[src/rtl/axi4_lite_read_slave.sv]
// AXI4-Lite read-channel responder bridging AR/R handshakes to a req/ack peripheral read port.
// Optional macro AXI4_LITE_RD_RANGE_CHECK_EN: out-of-window addresses answer DECERR without a peripheral access.
module axi4_lite_read_slave #(
  parameter int unsigned            ADDR_WIDTH     = 32,
  parameter int unsigned            DATA_WIDTH     = 32,
  parameter logic [ADDR_WIDTH-1:0]  BASE_ADDR      = '0,
  parameter logic [ADDR_WIDTH:0]    SIZE_BYTES     = (ADDR_WIDTH+1)'(32'h0000_1000),
  parameter int unsigned            TIMEOUT_CYCLES = 16
) (
  input  logic                  clk,
  input  logic                  rst,
  input  logic [ADDR_WIDTH-1:0] S_AXI_ARADDR,
  input  logic                  S_AXI_ARVALID,
  output logic                  S_AXI_ARREADY,
  output logic [DATA_WIDTH-1:0] S_AXI_RDATA,
  output logic [1:0]            S_AXI_RRESP,
  output logic                  S_AXI_RVALID,
  input  logic                  S_AXI_RREADY,
  output logic                  rd_req,
  output logic [ADDR_WIDTH-1:0] rd_addr,
  input  logic [DATA_WIDTH-1:0] rd_data,
  input  logic                  rd_ack
);

  localparam int unsigned CNT_W = (TIMEOUT_CYCLES == 0) ? 1 : $clog2(TIMEOUT_CYCLES + 1);

  localparam logic [1:0] RESP_OKAY   = 2'b00;
  localparam logic [1:0] RESP_SLVERR = 2'b10;
  localparam logic [1:0] RESP_DECERR = 2'b11;

  typedef enum logic [1:0] {
    ST_IDLE = 2'd0,
    ST_REQ  = 2'd1,
    ST_RESP = 2'd2
  } state_t;

  state_t           state;
  logic [CNT_W-1:0] cnt;
  logic [ADDR_WIDTH-1:0] offset_c;
  logic             timeout_c;

  assign offset_c  = S_AXI_ARADDR - BASE_ADDR;
  assign timeout_c = (TIMEOUT_CYCLES != 0) && (cnt == CNT_W'(TIMEOUT_CYCLES - 1));

`ifdef AXI4_LITE_RD_RANGE_CHECK_EN
  logic in_range_c;
  assign in_range_c = (S_AXI_ARADDR >= BASE_ADDR) && ({1'b0, offset_c} < SIZE_BYTES);
`else
  logic unused_size;
  assign unused_size = ^SIZE_BYTES;
`endif

  // Handshake/request strobes decode straight from the state register.
  assign S_AXI_ARREADY = (state == ST_IDLE);
  assign S_AXI_RVALID  = (state == ST_RESP);
  assign rd_req        = (state == ST_REQ);

  always_ff @(posedge clk) begin
    if (rst) begin
      state       <= ST_IDLE;
      cnt         <= '0;
      rd_addr     <= '0;
      S_AXI_RDATA <= '0;
      S_AXI_RRESP <= RESP_OKAY;
    end else begin
      case (state)
        ST_IDLE: begin
          if (S_AXI_ARVALID) begin
            rd_addr <= offset_c;
            cnt     <= '0;
`ifdef AXI4_LITE_RD_RANGE_CHECK_EN
            if (!in_range_c) begin
              S_AXI_RDATA <= '0;
              S_AXI_RRESP <= RESP_DECERR;
              state       <= ST_RESP;
            end else begin
              state <= ST_REQ;
            end
`else
            state <= ST_REQ;
`endif
          end
        end
        ST_REQ: begin
          if (cnt != '1) begin
            cnt <= cnt + CNT_W'(1);
          end
          // Ack takes priority over a coincident timeout.
          if (rd_ack) begin
            S_AXI_RDATA <= rd_data;
            S_AXI_RRESP <= RESP_OKAY;
            state       <= ST_RESP;
          end else if (timeout_c) begin
            S_AXI_RDATA <= '0;
            S_AXI_RRESP <= RESP_SLVERR;
            state       <= ST_RESP;
          end
        end
        ST_RESP: begin
          if (S_AXI_RREADY) begin
            state <= ST_IDLE;
          end
        end
        default: state <= ST_IDLE;
      endcase
    end
  end

endmodule

[config.mk]
export PLATFORM = sky130hd
export DESIGN_NAME = axi4_lite_read_slave
export DESIGN_NICKNAME = d
export VERILOG_FILES = /design/src/rtl/axi4_lite_read_slave.sv
export SDC_FILE = /design/constraint.sdc
export NUM_CORES = 1
export LEC_CHECK = 0
export ABC_AREA = 1
export CORE_MARGIN = 5
export CORE_UTILIZATION = 44
export CTS_CLUSTER_SIZE = 20
export DETAILED_ROUTE_END_ITERATION = 7
export PLACE_DENSITY = 0.82
export SKIP_LAST_GASP = 1
export SYNTH_ARGS = -nofsm -noshare
export SYNTH_HDL_FRONTEND = slang
export SYNTH_SLANG_ARGS = --single-unit
[constraint.sdc]
create_clock -name clk -period 3.07 [get_ports clk]
set_input_delay 0.307 -clock clk [delete_from_list [all_inputs] [get_ports clk]]
set_output_delay 0.307 -clock clk [all_outputs]
set_load 0.01 [all_outputs]
==> impl_metrics.yaml <==
sta:
  slew_viol_final: 0
  layout_min_cycle_time_ns: 1.989
  fmax_mhz: 502.8
  worst_hold_slack_ns: 0.4646
  post-route-period-util: 0.6478
  setup_tns_ns: 0
  finalHoldViolations: 0
  setup_slack_ns: 1.081
  grt_setup_unrepaired: "no"
  setup-violations-final: 0
  worst_slew_pin_slew_ns: 0.8447
  max_slew_margin: 0.4363
  clock_skew_ns: 0.005906
drt:
  vias: 2642
  drt_iter0_drc: 94
  drc: 0
  dr.pass1.iters: 4
  drt_wl_total_um: 7395
  ant_nets: 0
  wire_per_inst_um: 13.35
  viasPerCell: 4.769
clock_network:
  cts_hold_buffers: 0
  cts_tree: "done"
  post_cts_buffers: 0
  cts_buffers: 9
  clock_latency_ns: 0.33
  cts-root-buf: "clkbuf_8"
  cts.sinks: 72
  h-tree-depth: 3
  cts_max_path_buffers: 2
  clk_pin_slew_ns: 0.07
  cts_resized: 0
floorplanning:
  num_io_pins: 138
  initial_utilization: 0.4538
  die_h_um: 91.16
  die_w_um: 91.16
  num_rows: 29
  core_area_um2: 6386
  die_area_um2: 8309
grt:
  overflow: 0
  grt_max_degree: 38
  grt_pass1_vias: 2492
  grt_use_total: 0.1744
  antenna_found_initial: 0
  grt_pass1_wl_um: 12020
logic_synthesis:
  synth_seq_cells: 72
  syn_avg_cell_area_um2: 8.424
  yosysWarnings: 0
  syn_nets: 416
  ys_types: 25
  netlist_instances: 344
  synth_area_um2: 2898
  synth-seq-area-share: 0.4974
final_layout:
  area_growth_pct: 50.52
  antennaDiodeCount: 0
  drive_above_1_share: 0.1719
  final_area_um2: 4362
  nNetsFinal: 544
placement:
  pre_cts_ws_ns: 1.183
  dp_hpwl_um: 5249
  postPlaceCellArea_um2: 4197
  finalWeightedCongestion: 0.7277
  port_buffers: 136
min_path:
  hold_class: "reg2reg"
setup_path:
  cp-end-kind: "output port"
  crit_type: "reg2out"
  r2r_setup_slack_ns: 1.17
  cp.required_ns: 2.76
  path_max_fanout: 6
  startpoint_type: "register"
  worst-endpoint-arrival_ns: 1.68
power_and_ir_drop:
  power.density_nw_per_um2: 473.4
  ir_drop_mv: 0.3316
  p_leak_nw: 1.610
  finalPower_w: 0.002065
job:
  cap_violations: 0
outcome:
  status: "finished clean"
[cell usage in the layout (no fill, tap or decap)]
cell type	instances
nor2_1	76
clkbuf_8	10
inv_1	10
buf_2	1
inv_4	1
nand2_2	29
a21oi_1	9
nor3_1	1
nor2_4	1
clkbuf_1	2
nand2_1	48
nand2_4	2
clkinv_2	4
dfxtp_1	72
nor2_8	1
nor2_2	1
conb_1	1
nand3_1	3
nand4_1	1
clkdlybuf4s50_1	135
a21oi_2	29
o21ai_0	34
buf_4	1
ha_1	3
inv_2	2
[worst max-delay path: stages, from the launching register on]
cell,delay (ns)
dfxtp_1,0.47
inv_1,0.07
nor2_1,0.23
clkdlybuf4s50_1,0.60
[Yosys cell counts (all sizes together)]
master  number  area [µm²]
nand4        1       6.260
nand3        3       15.01
clkbuf       6       25.02
inv         13       51.31
nor2        79       322.8
o21ai       34       170.2
buf         14       136.4
dfxtp       72        1441
nor3         1       5.000
a21oi       38       299.0
ha           3       37.54
conb         1       3.750
nand2       79       384.1
[per-layer routing]
metal | global-route usage | part of all wire
met5 | 0 | 0
met1 | 0.2202 | 0.45
met4 | 0.04401 | 0.0080
met2 | 0.2710 | 0.44
met3 | 0.08017 | 0.095
[where the power goes]
group | total, W | switching (W) | internal [W]
clock | 0.000636 | 0.000325 | 0.000311
sequential | 0.00103 | 0.0000327 | 0.000993
combinational | 0.000403 | 0.000184 | 0.000219
total | 0.00206 | 0.000541 | 0.00152
[sequential cells by signal (all words and copies together) (netlist names)]
name	cells
S_AXI_RRESP	1
cnt	5
S_AXI_RDATA	32
rd_addr	32
state	2
[cell families after synthesis]
| family | share of synthesized area |
|---|---|
| AOI/OAI and AO/OA | 0.1619 |
| adders and majority gates | 0.01295 |
| buffers and inverters | 0.07340 |
| DFF | 0.4974 |
| other | 0.001294 |
| and+or+nand+nor | 0.2530 |
[worst paths after layout]
check,start,to,cells after the start
worst max-delay path,state[0],rd_req,3
worst min-delay path,S_AXI_RDATA[31],S_AXI_RDATA[31],2
worst max register to register,cnt[0],S_AXI_RDATA[15],9
worst min register to register,S_AXI_RDATA[31],S_AXI_RDATA[31],2
[area by class of cell]
cell class                 instances  area [µm²]
sequential                        72        1441
inverter                          13       51.30
multi-input combinational        239        1244
timing repair buffer             137        1364
clock buffer                      12       145.1
clock inverter                     4       20.02
fill                             512        2024
tap                               77       96.34
[through the flow]
| step | util | cells |
|---|---|---|
| 2_1_floorplan | - | 344 |
| 3_3_place_gp | 0.6571 | 538 |
| 3_5_place_dp | 0.6571 | 538 |
| 4_1_cts | 0.6830 | 554 |
| 5_1_grt | 0.6830 | 554 |
| 6_report | 0.6830 | 554 |
(Power assumes the default switching activity.)
